==> config.mk <==
export PLATFORM = sky130hd
export DESIGN_NAME = cdb_arbiter
export DESIGN_NICKNAME = d
export VERILOG_FILES = /design/src/rtl/cdb_arbiter_pkg.sv /design/src/rtl/cdb_arbiter_rr_pick.sv /design/src/rtl/cdb_arbiter.sv
export SDC_FILE = /design/constraint.sdc
export NUM_CORES = 1
export LEC_CHECK = 0
export ABC_AREA = 1
export CORE_MARGIN = 2
export CORE_UTILIZATION = 36
export CTS_CLUSTER_SIZE = 12
export DETAILED_ROUTE_END_ITERATION = 6
export PLACE_DENSITY = 0.78
export SLEW_MARGIN = 20
export SYNTH_ARGS = -nofsm -noshare
export SYNTH_HDL_FRONTEND = slang
export SYNTH_SLANG_ARGS = --single-unit
==> constraint.sdc <==
create_clock -name clk -period 2.04 [get_ports clk]
set_clock_uncertainty 0.05 [all_clocks]
set_input_delay 0.51 -clock clk [delete_from_list [all_inputs] [get_ports clk]]
set_output_delay 0.51 -clock clk [all_outputs]
set_load 0.005 [all_outputs]
==> src/rtl/cdb_arbiter_pkg.sv <==
// Shared CDB types for the execute-stage arbiter and the units that feed it.
// Holds the broadcast packet layout and the fixed requester slot numbers.
package cdb_arbiter_pkg;

  localparam int ROB_IDX_W = 4;

  localparam int CDB_REQ_ADD = 0;
  localparam int CDB_REQ_MUL = 1;
  localparam int CDB_REQ_LD  = 2;
  localparam int CDB_REQ_BR  = 3;

  typedef struct packed {
    logic [ROB_IDX_W-1:0] dest_ROB_entry;
    logic [31:0]          result;
    logic                 branch_result;
    logic                 from_memory;
  } CDB_packet_t;

endpackage

==> src/rtl/cdb_arbiter_rr_pick.sv <==
// Combinational round-robin picker: the first set request at or after ptr,
// wrapping modulo N_REQ. This works for N_REQ values that are not a power of two.
module rr_pick #(
  parameter int N_REQ = 4,
  parameter int IDX_W = $clog2(N_REQ)
) (
  input  logic [N_REQ-1:0] req,
  input  logic [IDX_W-1:0] ptr,
  output logic [N_REQ-1:0] onehot,
  output logic [IDX_W-1:0] idx,
  output logic             any
);

  localparam logic [IDX_W:0] N_EXT = (IDX_W+1)'(N_REQ);

  logic [IDX_W:0]   cand_s;
  logic [IDX_W-1:0] slot_s;
  logic             hit_s;

  // Walk the slots farthest-first so that the slot nearest ptr wins.
  always_comb begin
    idx    = '0;
    any    = 1'b0;
    cand_s = '0;
    slot_s = '0;
    hit_s  = 1'b0;
    for (int k = N_REQ - 1; k >= 0; k--) begin
      cand_s = {1'b0, ptr} + (IDX_W+1)'(k);
      slot_s = (cand_s >= N_EXT) ? IDX_W'(cand_s - N_EXT) : cand_s[IDX_W-1:0];
      hit_s  = req[slot_s];
      idx    = hit_s ? slot_s : idx;
      any    = any | hit_s;
    end
    onehot = any ? ({{(N_REQ-1){1'b0}}, 1'b1} << idx) : {N_REQ{1'b0}};
  end

endmodule

==> src/rtl/cdb_arbiter.sv <==
// Round-robin Common Data Bus arbiter. It grants one finished functional unit per
// cycle and registers that unit's packet for broadcast. Stalls hold the bus. Flushes drop it.
module cdb_arbiter
  import cdb_arbiter_pkg::*;
#(
  parameter int N_REQ = 4,
  parameter int IDX_W = $clog2(N_REQ)
) (
  input  logic              clk,
  input  logic              reset,
  input  logic [N_REQ-1:0]  req_valid,
  input  CDB_packet_t       req_pkt [N_REQ],
  output logic [N_REQ-1:0]  yumi,
  input  logic              cdb_stall,
  input  logic              flush,
  output logic              cdb_valid,
  output CDB_packet_t       cdb_pkt
);

  localparam logic [IDX_W-1:0] LAST_IDX = IDX_W'(N_REQ - 1);

  logic [IDX_W-1:0] ptr_r, ptr_nxt_s;
  logic             cdb_valid_r, cdb_valid_nxt_s;
  CDB_packet_t      cdb_pkt_r, cdb_pkt_nxt_s;
  logic [N_REQ-1:0] onehot_s;
  logic [IDX_W-1:0] idx_s;
  logic             any_s;
  logic             can_issue_s;
  logic             grant_s;

  rr_pick #(.N_REQ(N_REQ), .IDX_W(IDX_W)) u_pick (
    .req    (req_valid),
    .ptr    (ptr_r),
    .onehot (onehot_s),
    .idx    (idx_s),
    .any    (any_s)
  );

  // A stall only blocks a grant when a broadcast is actually occupying the bus.
  assign can_issue_s = ~flush & ~(cdb_stall & cdb_valid_r);
  assign grant_s     = can_issue_s & any_s & ~reset;
  assign yumi        = grant_s ? onehot_s : {N_REQ{1'b0}};

  // Next-state selection: flush, then held stall, then grant, then idle.
  always_comb begin
    ptr_nxt_s       = ptr_r;
    cdb_valid_nxt_s = cdb_valid_r;
    cdb_pkt_nxt_s   = cdb_pkt_r;
    if (flush) begin
      cdb_valid_nxt_s = 1'b0;
    end else if (cdb_stall && cdb_valid_r) begin
      cdb_valid_nxt_s = 1'b1;
    end else if (any_s) begin
      cdb_valid_nxt_s = 1'b1;
      cdb_pkt_nxt_s   = req_pkt[idx_s];
      ptr_nxt_s       = (idx_s == LAST_IDX) ? {IDX_W{1'b0}} : idx_s + IDX_W'(1);
    end else begin
      cdb_valid_nxt_s = 1'b0;
    end
  end

  // State registers; reset overrides flush and stall.
  always_ff @(posedge clk) begin
    if (reset) begin
      ptr_r       <= {IDX_W{1'b0}};
      cdb_valid_r <= 1'b0;
      cdb_pkt_r   <= '0;
    end else begin
      ptr_r       <= ptr_nxt_s;
      cdb_valid_r <= cdb_valid_nxt_s;
      cdb_pkt_r   <= cdb_pkt_nxt_s;
    end
  end

  assign cdb_valid = cdb_valid_r;
  assign cdb_pkt   = cdb_pkt_r;

endmodule
==> flow_metrics.py <==
metrics = {
    "route": {
        "drt-pass1-iter-count": 4,
        "residual_antenna_violating_net_count_after_detailed_routing": 0,
        "route.vias.total": 4816,
        "routed_wl_um": 12800,
        "drc": 0,
        "route.detailed.vias_per_inst": 4.56,
        "drt_first_iter_violations": 247,
        "wl_per_cell_um": 12.2,
    },
    "timing": {
        "setup_ws_ns": -0.474,
        "final-hold-violation-count": 0,
        "report.final.slew_viol_count": 0,
        "finalCritPeriodShare_pct": 123,
        "setup_violations": 44,
        "fmax_ghz": 0.398,
        "timing.hold.ws_ns": 0.514,
        "worst-slew-pin-transition_ns": 0.509,
        "timing.slew.headroom_pct": 66.1,
        "setup_repair_after_global_routing_missed_its_margin": "true",
        "final_critical_path_time_including_i_o_delays_and_setup_ns": 2.51,
        "finalSetupTns_ns": -5.56,
    },
    "setup_path": {
        "timing.rr.end": "cdb_pkt[22]$_SDFFE_PP0P_",
        "worst-r2r-cell-count": 14,
        "reg2reg_from": "ptr_r[0]$_SDFFE_PP0P_",
        "crit_required_ns": 1.48,
        "regToRegSetupSlack_ns": -0.13,
        "worstPathCellList": "buf_12 > o21ai_4 > nand2_4 > nand3_4 > nand2_4 > nand2_4 > nand2_4 > buf_6 > inv_4 > ha_4 > inv_2 > nor2_2 > buf_2",
        "timing.critical_path.to": "yumi[3]",
        "critPathMaxFanout": 6,
        "timing.critical_path.from_type": "register",
        "cp_data_arrival_time_ns": 1.95,
        "critical-path-top-cell-by-count": "sky130_fd_sc_hd__nand2_4",
        "cpMaxStageDelayCell": "sky130_fd_sc_hd__dfxtp_4",
        "critical-path-max-stage-delay_ns": 0.39,
        "crit_path_start": "ptr_r[0]$_SDFFE_PP0P_",
        "crit_path_end_kind": "output pin",
        "timing.setup.critical_path_class": "register to output pin",
    },
    "synth": {
        "netlist-cell-type-count": 21,
        "synth_top_family_by_area": "simple AND/OR/NAND/NOR gates",
        "synthSimpleGateAreaFrac_pct": 48.8,
        "synthesis.yosys.warnings": 0,
        "yosys.area_share.xor_xnor_pct": 0.230,
        "complex_gate_fraction_of_the_synthesized_area_pct": 0.921,
        "synthMuxAreaShare_pct": 0,
        "post_synth_fa_ha_maj_area_fraction_pct": 0.987,
        "synth.net_count": 888,
        "synth_seq_area_share_pct": 21.6,
        "synth.top_cell.area_share_pct": 25.9,
        "synth_area_leaders": "sky130_fd_sc_hd__nand3_1 26%, sky130_fd_sc_hd__dfxtp_1 22%, sky130_fd_sc_hd__inv_1 20%, sky130_fd_sc_hd__nand2_1 14%, sky130_fd_sc_hd__nor2_1 7.9%",
        "synth_largest_area_cell": "sky130_fd_sc_hd__nand3_1",
        "syn_avg_cell_area_um2": 5.25,
        "syn-instance-count": 725,
        "post_synthesis_cell_area_um2": 3800,
        "ffs_latches_synth": 41,
    },
    "finish": {
        "utilization_pct": 61.6,
        "layout_cell_share_with_drive_strength_beyond_1_pct": 10.0,
        "fillCellCount": 989,
        "total_nets_final": 1083,
        "areaGrowthSynthToFinish_pct": 66.5,
        "antenna-diode-count": 0,
        "multiInputGateArea_um2": 2160,
        "most-common-layout-cells": "194 x sky130_fd_sc_hd__inv_1, 194 x sky130_fd_sc_hd__clkdlybuf4s50_1, 191 x sky130_fd_sc_hd__nand3_1",
        "layout.area.seq_um2": 828,
    },
    "status": {
        "failing_checks": "negative setup slack",
        "run_status": "complete, but fails checks",
    },
    "global_route": {
        "first_global_vias": 4393,
        "groute.usage.overall_pct": 21.5,
        "grt_start_max_net_pins": 81,
        "overflow": 0,
        "initial_antenna_violation_count": 0,
        "wire_length_of_the_first_global_routing_pass_um": 20300,
    },
    "flow_run": {
        "cap_viol_max_count": 0,
    },
    "power_and_ir_drop": {
        "max-vdd-ir-drop_v": 0.000862,
        "p_leak_nw": 3.51,
        "power.density_nw_per_um2": 1090,
    },
    "placement": {
        "port-buffer-count": 202,
        "dp_hpwl_um": 8490,
        "gp_routability_congestion": 0.875,
    },
    "clock_network": {
        "cts.root.buffer_cell": "sky130_fd_sc_hd__clkbuf_8",
        "cts_buffers": 5,
        "tritoncts_num_sinks": 41,
        "post_cts_hold_buffer_count": 0,
        "clk_latency_ns": 0.29,
        "max_h_tree_level": 2,
        "clkSlewWorstSetupHoldPaths_ns": 0.08,
        "cts.path.max_buffers": 2,
        "clock_tree_from_tritoncts": "built",
    },
    "floorplanning": {
        "io-pin-count": 203,
        "core_um2": 10300,
        "die_x_um": 107,
        "die-height_um": 107,
        "dieArea_um2": 11400,
        "placement_rows": 37,
        "floorplan.initialDensity_pct": 37.0,
    },
    "hold_path": {
        "worstHoldPathType": "register to register",
    },
}
==> critical path, delay by kind of cell (launching register included) <==
family | cells | cell delay, ns
buffers and inverters | 5 | 0.48
and+or+nand+nor | 6 | 0.48
DFF | 1 | 0.39
adders and majority gates | 1 | 0.11
AOI/OAI and AO/OA | 1 | 0.20
==> cell usage after synthesis <==
master	count
sky130_fd_sc_hd__a21oi_1	2
sky130_fd_sc_hd__buf_1	4
sky130_fd_sc_hd__buf_2	20
sky130_fd_sc_hd__buf_4	6
sky130_fd_sc_hd__buf_6	7
sky130_fd_sc_hd__clkbuf_1	8
sky130_fd_sc_hd__dfxtp_1	41
sky130_fd_sc_hd__ha_1	3
sky130_fd_sc_hd__inv_1	204
sky130_fd_sc_hd__inv_2	3
sky130_fd_sc_hd__nand2_1	137
sky130_fd_sc_hd__nand2_2	2
sky130_fd_sc_hd__nand3_1	197
sky130_fd_sc_hd__nand3_2	2
sky130_fd_sc_hd__nand4_1	1
sky130_fd_sc_hd__nor2_1	80
sky130_fd_sc_hd__nor2_4	1
sky130_fd_sc_hd__nor3_1	1
sky130_fd_sc_hd__o21ai_0	3
sky130_fd_sc_hd__o21ai_1	2
sky130_fd_sc_hd__xnor2_1	1
==> repair_timing <==
action	in CTS	in global routing
hold endpoints to repair	0	0
gates resized for setup	67	28
buffers inserted	8	6
setup endpoints to repair	44	44
pin swaps	12	10
==> layout make-up <==
| class | instances | share of cell area, % |
|---|---|---|
| clock buffers | 7 | 1.36 |
| repair buffers | 233 | 36.1 |
| inverters | 207 | 12.6 |
| flip-flops and latches | 41 | 13.1 |
| well taps | 136 | 2.69 |
| multi-input cells | 432 | 34.2 |
==> report_power, final <==
part	switching, mW	internal, mW	leakage [nW]	total [mW]
Combinational	2.93	2.24	3.13	5.17
Sequential	0.135	1.05	0.342	1.19
Clock	0.276	0.269	0.0443	0.545
Total	3.34	3.57	3.51	6.91
==> routing by layer <==
metal	wire, um	GRT usage [%]	part of all wire [%]	vias to the layer above
li1	-	-	-	2527
met1	5380	25.4	42	2090
met2	6040	37.9	47	171
met3	1080	5.59	8.4	28
met4	359	7.05	2.8	0
met5	0	0	0	-
==> worst min path at each step <==
stage / slack, ns / cells after the start / startpoint / end
final: 0.51 / 4 / cdb_pkt[29]$_SDFFE_PP0P_ / cdb_pkt[29]$_SDFFE_PP0P_
after floorplan: 0.49 / 4 / cdb_valid$_SDFF_PP0_ / cdb_valid$_SDFF_PP0_
after CTS: 0.51 / 4 / cdb_pkt[29]$_SDFFE_PP0P_ / cdb_pkt[29]$_SDFFE_PP0P_
after global placement: 0.49 / 4 / cdb_pkt[32]$_SDFFE_PP0P_ / cdb_pkt[32]$_SDFFE_PP0P_
after global routing: 0.55 / 4 / cdb_pkt[3]$_SDFFE_PP0P_ / cdb_pkt[3]$_SDFFE_PP0P_
after detailed placement: 0.49 / 4 / cdb_pkt[29]$_SDFFE_PP0P_ / cdb_pkt[29]$_SDFFE_PP0P_
==> flip-flops by register name (all words and copies together) (netlist names) <==
signal,flops
ptr_r,2
cdb_valid,1
cdb_pkt,38
==> stage by stage <==
step	area, um^2	setup slack [ns]	power [mW]	instances
floorplan	3840	-0.0578	4.31	725
global route	6330	-0.552	7.58	1056
detailed placement	5880	-1.16	5.66	1035
global placement	5880	-1.10	5.60	1035
finish	6330	-0.474	6.91	1056
CTS	6170	-0.419	6.63	1050
==> cells by family (layout without fill, tap and decap cells) <==
group,count (synthesis),after routing
adders and majority gates,3,3
buffers and inverters,252,447
xor gates and xnor gates,1,1
and+or+nand+nor,421,421
DFF,41,41
AOI/OAI and AO/OA,7,7
Note: power is estimated with default switching activity, not from simulation.
